--- config.mk ---
export PLATFORM = sky130hd
export DESIGN_NAME = regfile_writeback
export DESIGN_NICKNAME = d
export VERILOG_FILES = /design/src/rtl/regfile_writeback.sv
export SDC_FILE = /design/constraint.sdc
export NUM_CORES = 1
export LEC_CHECK = 0
export BUFFER_PORTS_ARGS = -buffer_cell sky130_fd_sc_hd__buf_2
export CAP_MARGIN = 5
export CELL_PAD_IN_SITES_DETAIL_PLACEMENT = 1
export CELL_PAD_IN_SITES_GLOBAL_PLACEMENT = 2
export CORE_MARGIN = 2
export CORE_UTILIZATION = 38
export DETAILED_ROUTE_END_ITERATION = 10
export PLACE_DENSITY_LB_ADDON = 0.1
export SLEW_MARGIN = 30
export SYNTH_ARGS = -nofsm -noshare
export SYNTH_HDL_FRONTEND = slang
export SYNTH_SLANG_ARGS = --single-unit
--- constraint.sdc ---
create_clock -name clk -period 4.1 [get_ports clk]
set_input_delay 0.41 -clock clk [delete_from_list [all_inputs] [get_ports clk]]
set_output_delay 0.41 -clock clk [all_outputs]
set_load 0.01 [all_outputs]
--- src/rtl/regfile_writeback.sv ---
// Write-back buffer for the register file: queues ALU/load results, sign-extends
// load-byte data, commits one entry per clock and forwards still-pending values.
module regfile_writeback #(
    parameter int DEPTH = 4
) (
    input  logic                   clk,
    input  logic                   reset_n,
    input  logic                   wb_valid,
    output logic                   wb_ready,
    input  logic [4:0]             wb_reg,
    input  logic [31:0]            wb_data,
    input  logic                   wb_byte,
    input  logic                   flush,
    output logic [4:0]             write_reg,
    output logic [31:0]            write_data,
    output logic                   regWrite,
    output logic                   byteOperations,
    input  logic [4:0]             fwd_reg1,
    input  logic [4:0]             fwd_reg2,
    output logic                   fwd_hit1,
    output logic                   fwd_hit2,
    output logic [31:0]            fwd_data1,
    output logic [31:0]            fwd_data2,
    output logic [$clog2(DEPTH):0] pending
);

    localparam int PW = $clog2(DEPTH);
    localparam int CW = PW + 1;

    logic [4:0]    r_regs [DEPTH];
    logic [31:0]   r_data [DEPTH];
    logic          r_byte [DEPTH];
    logic [PW-1:0] r_wptr;
    logic [PW-1:0] r_rptr;
    logic [CW-1:0] r_count;

    logic          r_reg_write;
    logic [4:0]    r_write_reg;
    logic [31:0]   r_write_data;
    logic          r_byte_op;

    logic          w_ready;
    logic          w_push;
    logic          w_pop;
    logic [31:0]   w_data_fmt;
    logic [32:0]   w_fwd1;
    logic [32:0]   w_fwd2;

    // Register 0 completes the handshake but never occupies a slot.
    assign w_ready    = (r_count != CW'(DEPTH));
    assign w_push     = wb_valid && w_ready && (wb_reg != 5'd0);
    assign w_pop      = (r_count != '0);
    assign w_data_fmt = wb_byte ? {{24{wb_data[7]}}, wb_data[7:0]} : wb_data;

    always_ff @(posedge clk or negedge reset_n) begin
        if (!reset_n) begin
            r_wptr       <= '0;
            r_rptr       <= '0;
            r_count      <= '0;
            r_reg_write  <= 1'b0;
            r_write_reg  <= '0;
            r_write_data <= '0;
            r_byte_op    <= 1'b0;
        end else if (flush) begin
            r_wptr      <= '0;
            r_rptr      <= '0;
            r_count     <= '0;
            r_reg_write <= 1'b0;
        end else begin
            if (w_pop) begin
                r_reg_write  <= 1'b1;
                r_write_reg  <= r_regs[r_rptr];
                r_write_data <= r_data[r_rptr];
                r_byte_op    <= r_byte[r_rptr];
                r_rptr       <= r_rptr + PW'(1);
            end else begin
                r_reg_write <= 1'b0;
            end
            if (w_push) begin
                r_wptr <= r_wptr + PW'(1);
            end
            r_count <= r_count + CW'(w_push) - CW'(w_pop);
        end
    end

    always_ff @(posedge clk) begin
        if (w_push && !flush) begin
            r_regs[r_wptr] <= wb_reg;
            r_data[r_wptr] <= w_data_fmt;
            r_byte[r_wptr] <= wb_byte;
        end
    end

    // Scan oldest to newest so the newest match overwrites; output stage is lowest priority.
    function automatic logic [32:0] lookup(input logic [4:0] q);
        logic          hit;
        logic [31:0]   d;
        logic [PW-1:0] idx;
        hit = 1'b0;
        d   = '0;
        if (r_reg_write && (r_write_reg == q)) begin
            hit = 1'b1;
            d   = r_write_data;
        end
        for (int i = 0; i < DEPTH; i++) begin
            idx = r_rptr + PW'(i);
            if ((CW'(i) < r_count) && (r_regs[idx] == q)) begin
                hit = 1'b1;
                d   = r_data[idx];
            end
        end
        if (q == 5'd0) begin
            hit = 1'b0;
            d   = '0;
        end
        return {hit, d};
    endfunction

    always_comb begin
        w_fwd1 = lookup(fwd_reg1);
        w_fwd2 = lookup(fwd_reg2);
    end

    assign fwd_hit1       = w_fwd1[32];
    assign fwd_data1      = w_fwd1[31:0];
    assign fwd_hit2       = w_fwd2[32];
    assign fwd_data2      = w_fwd2[31:0];
    assign wb_ready       = w_ready;
    assign pending        = r_count;
    assign regWrite       = r_reg_write;
    assign write_reg      = r_write_reg;
    assign write_data     = r_write_data;
    assign byteOperations = r_byte_op;

endmodule
==> flow_summary.ini <==
[sta]
skew_ps = 8.903
hold_violations = 0
setup_viol = 0
period_needed_ps = 3951
fmax_ghz = 0.2531
period_share_pct = 96.36
worst_pin_slew_ps = 858.7
rsz0062_at_grt = false
drv_slew = 0
tns_ps = 0
slew_headroom_pct = 42.75

[yosys]
synth_cells = 1304
syn_area_per_cell_um2 = 9.985
ys_seq_elements = 198
ys.flop_type = edfxtp_1
synth_edf_count = 152
async_flop_share_pct = 23.23
syn_area_mm2 = 0.01302
yosysWarnings = 0
yosysUniqueCellTypes = 41
seq_area_frac_synth_pct = 43.90
syn_nets = 1365

[cts]
root_buffer = clkbuf_16
clk_latency_ps = 460
cts_tree = yes
cts_buffer_depth = 2
cts.sinks = 198
htreeDepth = 4
cts-buffers-inserted = 17
clk_pin_slew_ps = 70

[final_layout]
antenna_cells = 0
largest-register = r_data
largest_reg_flops = 128
fin_area_mm2 = 0.01489
nNetsFinal = 1466
drive_above_1_share_pct = 24.26
syn_to_final_growth_pct = 14.34

[setup_path]
slowest_delay_ps = 580
critical_path.cell_chain = mux4_2 > xor2_1 > or4_4 > a21oi_4 > buf_4 > a221o_1 > a31o_1 > buf_2
critical_path_required_ps = 3690
crit_type = reg -> out
slowest_stage = mux4_2
cp_max_fo = 33
r2r_setup_slack_ps = 1460
start_kind = flip-flop
endpoint_kind = primary output
crit_arrival_ps = 3540

[grt]
antenna_found_initial = 1
track_usage_pct = 26.55
overflow = 0
grt_pass1_wl_um = 71700
grt_max_degree = 127
grt_pass1_vias = 11640

[routing]
vias = 11100
drtIter0Drc = 677
via_per_inst = 5.950
drtAntennaViolNets = 0
drc = 0
wl_um = 46810
first_pass_iters = 5
wl_per_cell_um = 25.09

[die]
fp.dieArea_mm2 = 0.03576
rows = 67
die_w_um = 189.1
start_util_pct = 38.73
fp.coreArea_mm2 = 0.03362
die_h_um = 189.1
pin_count = 161

[placement]
port_buffers = 160
hpwl_um = 30900
gp_congestion = 0.8741
placed_area_mm2 = 0.01432

[run]
maxCapViolCount = 0

[pwr]
power_density_mw_per_mm2 = 610.8
leakagePower_nw = 5.692
ir_drop_uv = 477.5
total_power_mw = 9.093

[min_path]
min_path_type = in -> async

[outcome]
status = finished clean
==> cell usage after synthesis (2+ instances only) <==
cell type | count | area share (%)
buf_6 | 5 | 0.43
nor3_1 | 8 | 0.31
a21oi_1 | 34 | 1.3
o22ai_1 | 64 | 3.1
clkbuf_1 | 92 | 2.7
ha_1 | 8 | 0.77
a31o_1 | 64 | 4.3
edfxtp_1 | 152 | 35
xnor2_1 | 26 | 1.7
mux2i_1 | 82 | 6.3
nor2b_1 | 2 | 0.096
mux2_2 | 70 | 6.1
buf_1 | 11 | 0.32
and2_1 | 32 | 1.5
a221o_1 | 64 | 4.9
mux4_2 | 18 | 3.1
o21ai_0 | 84 | 3.2
o21a_1 | 27 | 1.6
nand3_1 | 37 | 1.4
nor4_1 | 5 | 0.24
nor2_1 | 78 | 2.2
xor2_1 | 29 | 2.0
buf_2 | 13 | 0.50
and3_1 | 3 | 0.14
dfrtp_1 | 46 | 8.8
nand2_1 | 198 | 5.7
inv_1 | 35 | 1.0
nand4_1 | 4 | 0.19
==> cell families (layout without fill, tap and decap cells) <==
family | after synthesis | in the layout | share of synthesized area (%)
simple gates | 373 | 373 | 12.26
compound gates | 343 | 343 | 18.84
flops | 198 | 198 | 43.90
mux | 170 | 170 | 15.47
buf+inv | 156 | 270 | 4.911
xor+xnor | 55 | 55 | 3.700
fa+ha+maj | 9 | 9 | 0.9226
==> stage by stage <==
step	utilization (%)	hold slack [ps]	setup slack, ps	std cells
finish	44.28	41.55	149.2	1866
global route	44.28	61.88	5.940	1866
CTS	44.19	53.48	9.528	1865
detailed placement	42.60	526.6	440.2	1833
global placement	42.50	517.3	375.8	1832
floorplan	-	114.4	888.6	1304
==> placed cells by master, fill, tap and decap left out, drive strengths merged, types with 27 or more instances in the layout <==
cell type  instances
nand3             37
nand2            198
and2              32
o21a              27
buf              203
o21ai             85
a221o             64
o22ai             64
dfrtp             46
mux2i             82
mux2              70
inv               39
edfxtp           152
a21oi             35
xor2              29
a31o              64
nor2              78
==> final cells by class <==
type	instances	area, um2
well taps	448	560.5
clock buffers	18	429.2
repair buffers	203	1192
inverters	35	132.6
multi-input cells	950	6746
clock inverters	14	102.6
fillers	3751	18730
flip-flops and latches	198	5723
==> what timing repair did <==
action | CTS | global route
pin swaps | 0 | 0
buffers inserted | 0 | 1
resized for setup | 1 | 4
hold buffers | 0 | 0
endpoints found under the setup margin | 8 | 64
==> final timing paths <==
check                                from             end  cells past startpoint
max                             r_rptr[0]   fwd_data2[12]                      8
min                               reset_n  write_data[30]                      1
max reg2reg                    pending[0]   r_data[3][19]                      6
min reg2reg                write_data[29]  write_data[29]                      2
max in group asynchronous         reset_n       r_rptr[0]                      2
min in group clk               wb_data[4]    r_data[2][4]                      1
==> power by group <==
group          switching (mW)  internal, mW
Sequential              0.343          2.49
Clock                   0.824         0.784
Combinational            2.85          1.80
Total                    4.02          5.07
==> worst max-delay path, delay by kind of cell (launching register included) <==
| family | cells | cell delay [ps] |
|---|---|---|
| AOI/OAI and AO/OA | 3 | 610 |
| xor gates and xnor gates | 1 | 160 |
| buffers and inverters | 2 | 640 |
| DFF | 1 | 520 |
| muxes | 1 | 580 |
| and+or+nand+nor | 1 | 550 |
==> metal layers <==
layer	vias up	part of all wire, %	track usage [%]
met4	0	1.9	7.452
li1	5045	-	-
met5	-	0	0
met2	369	47	44.39
met3	57	5.8	4.263
met1	5631	45	35.63
No activity file was read; power rests on OpenSTA's default activity.
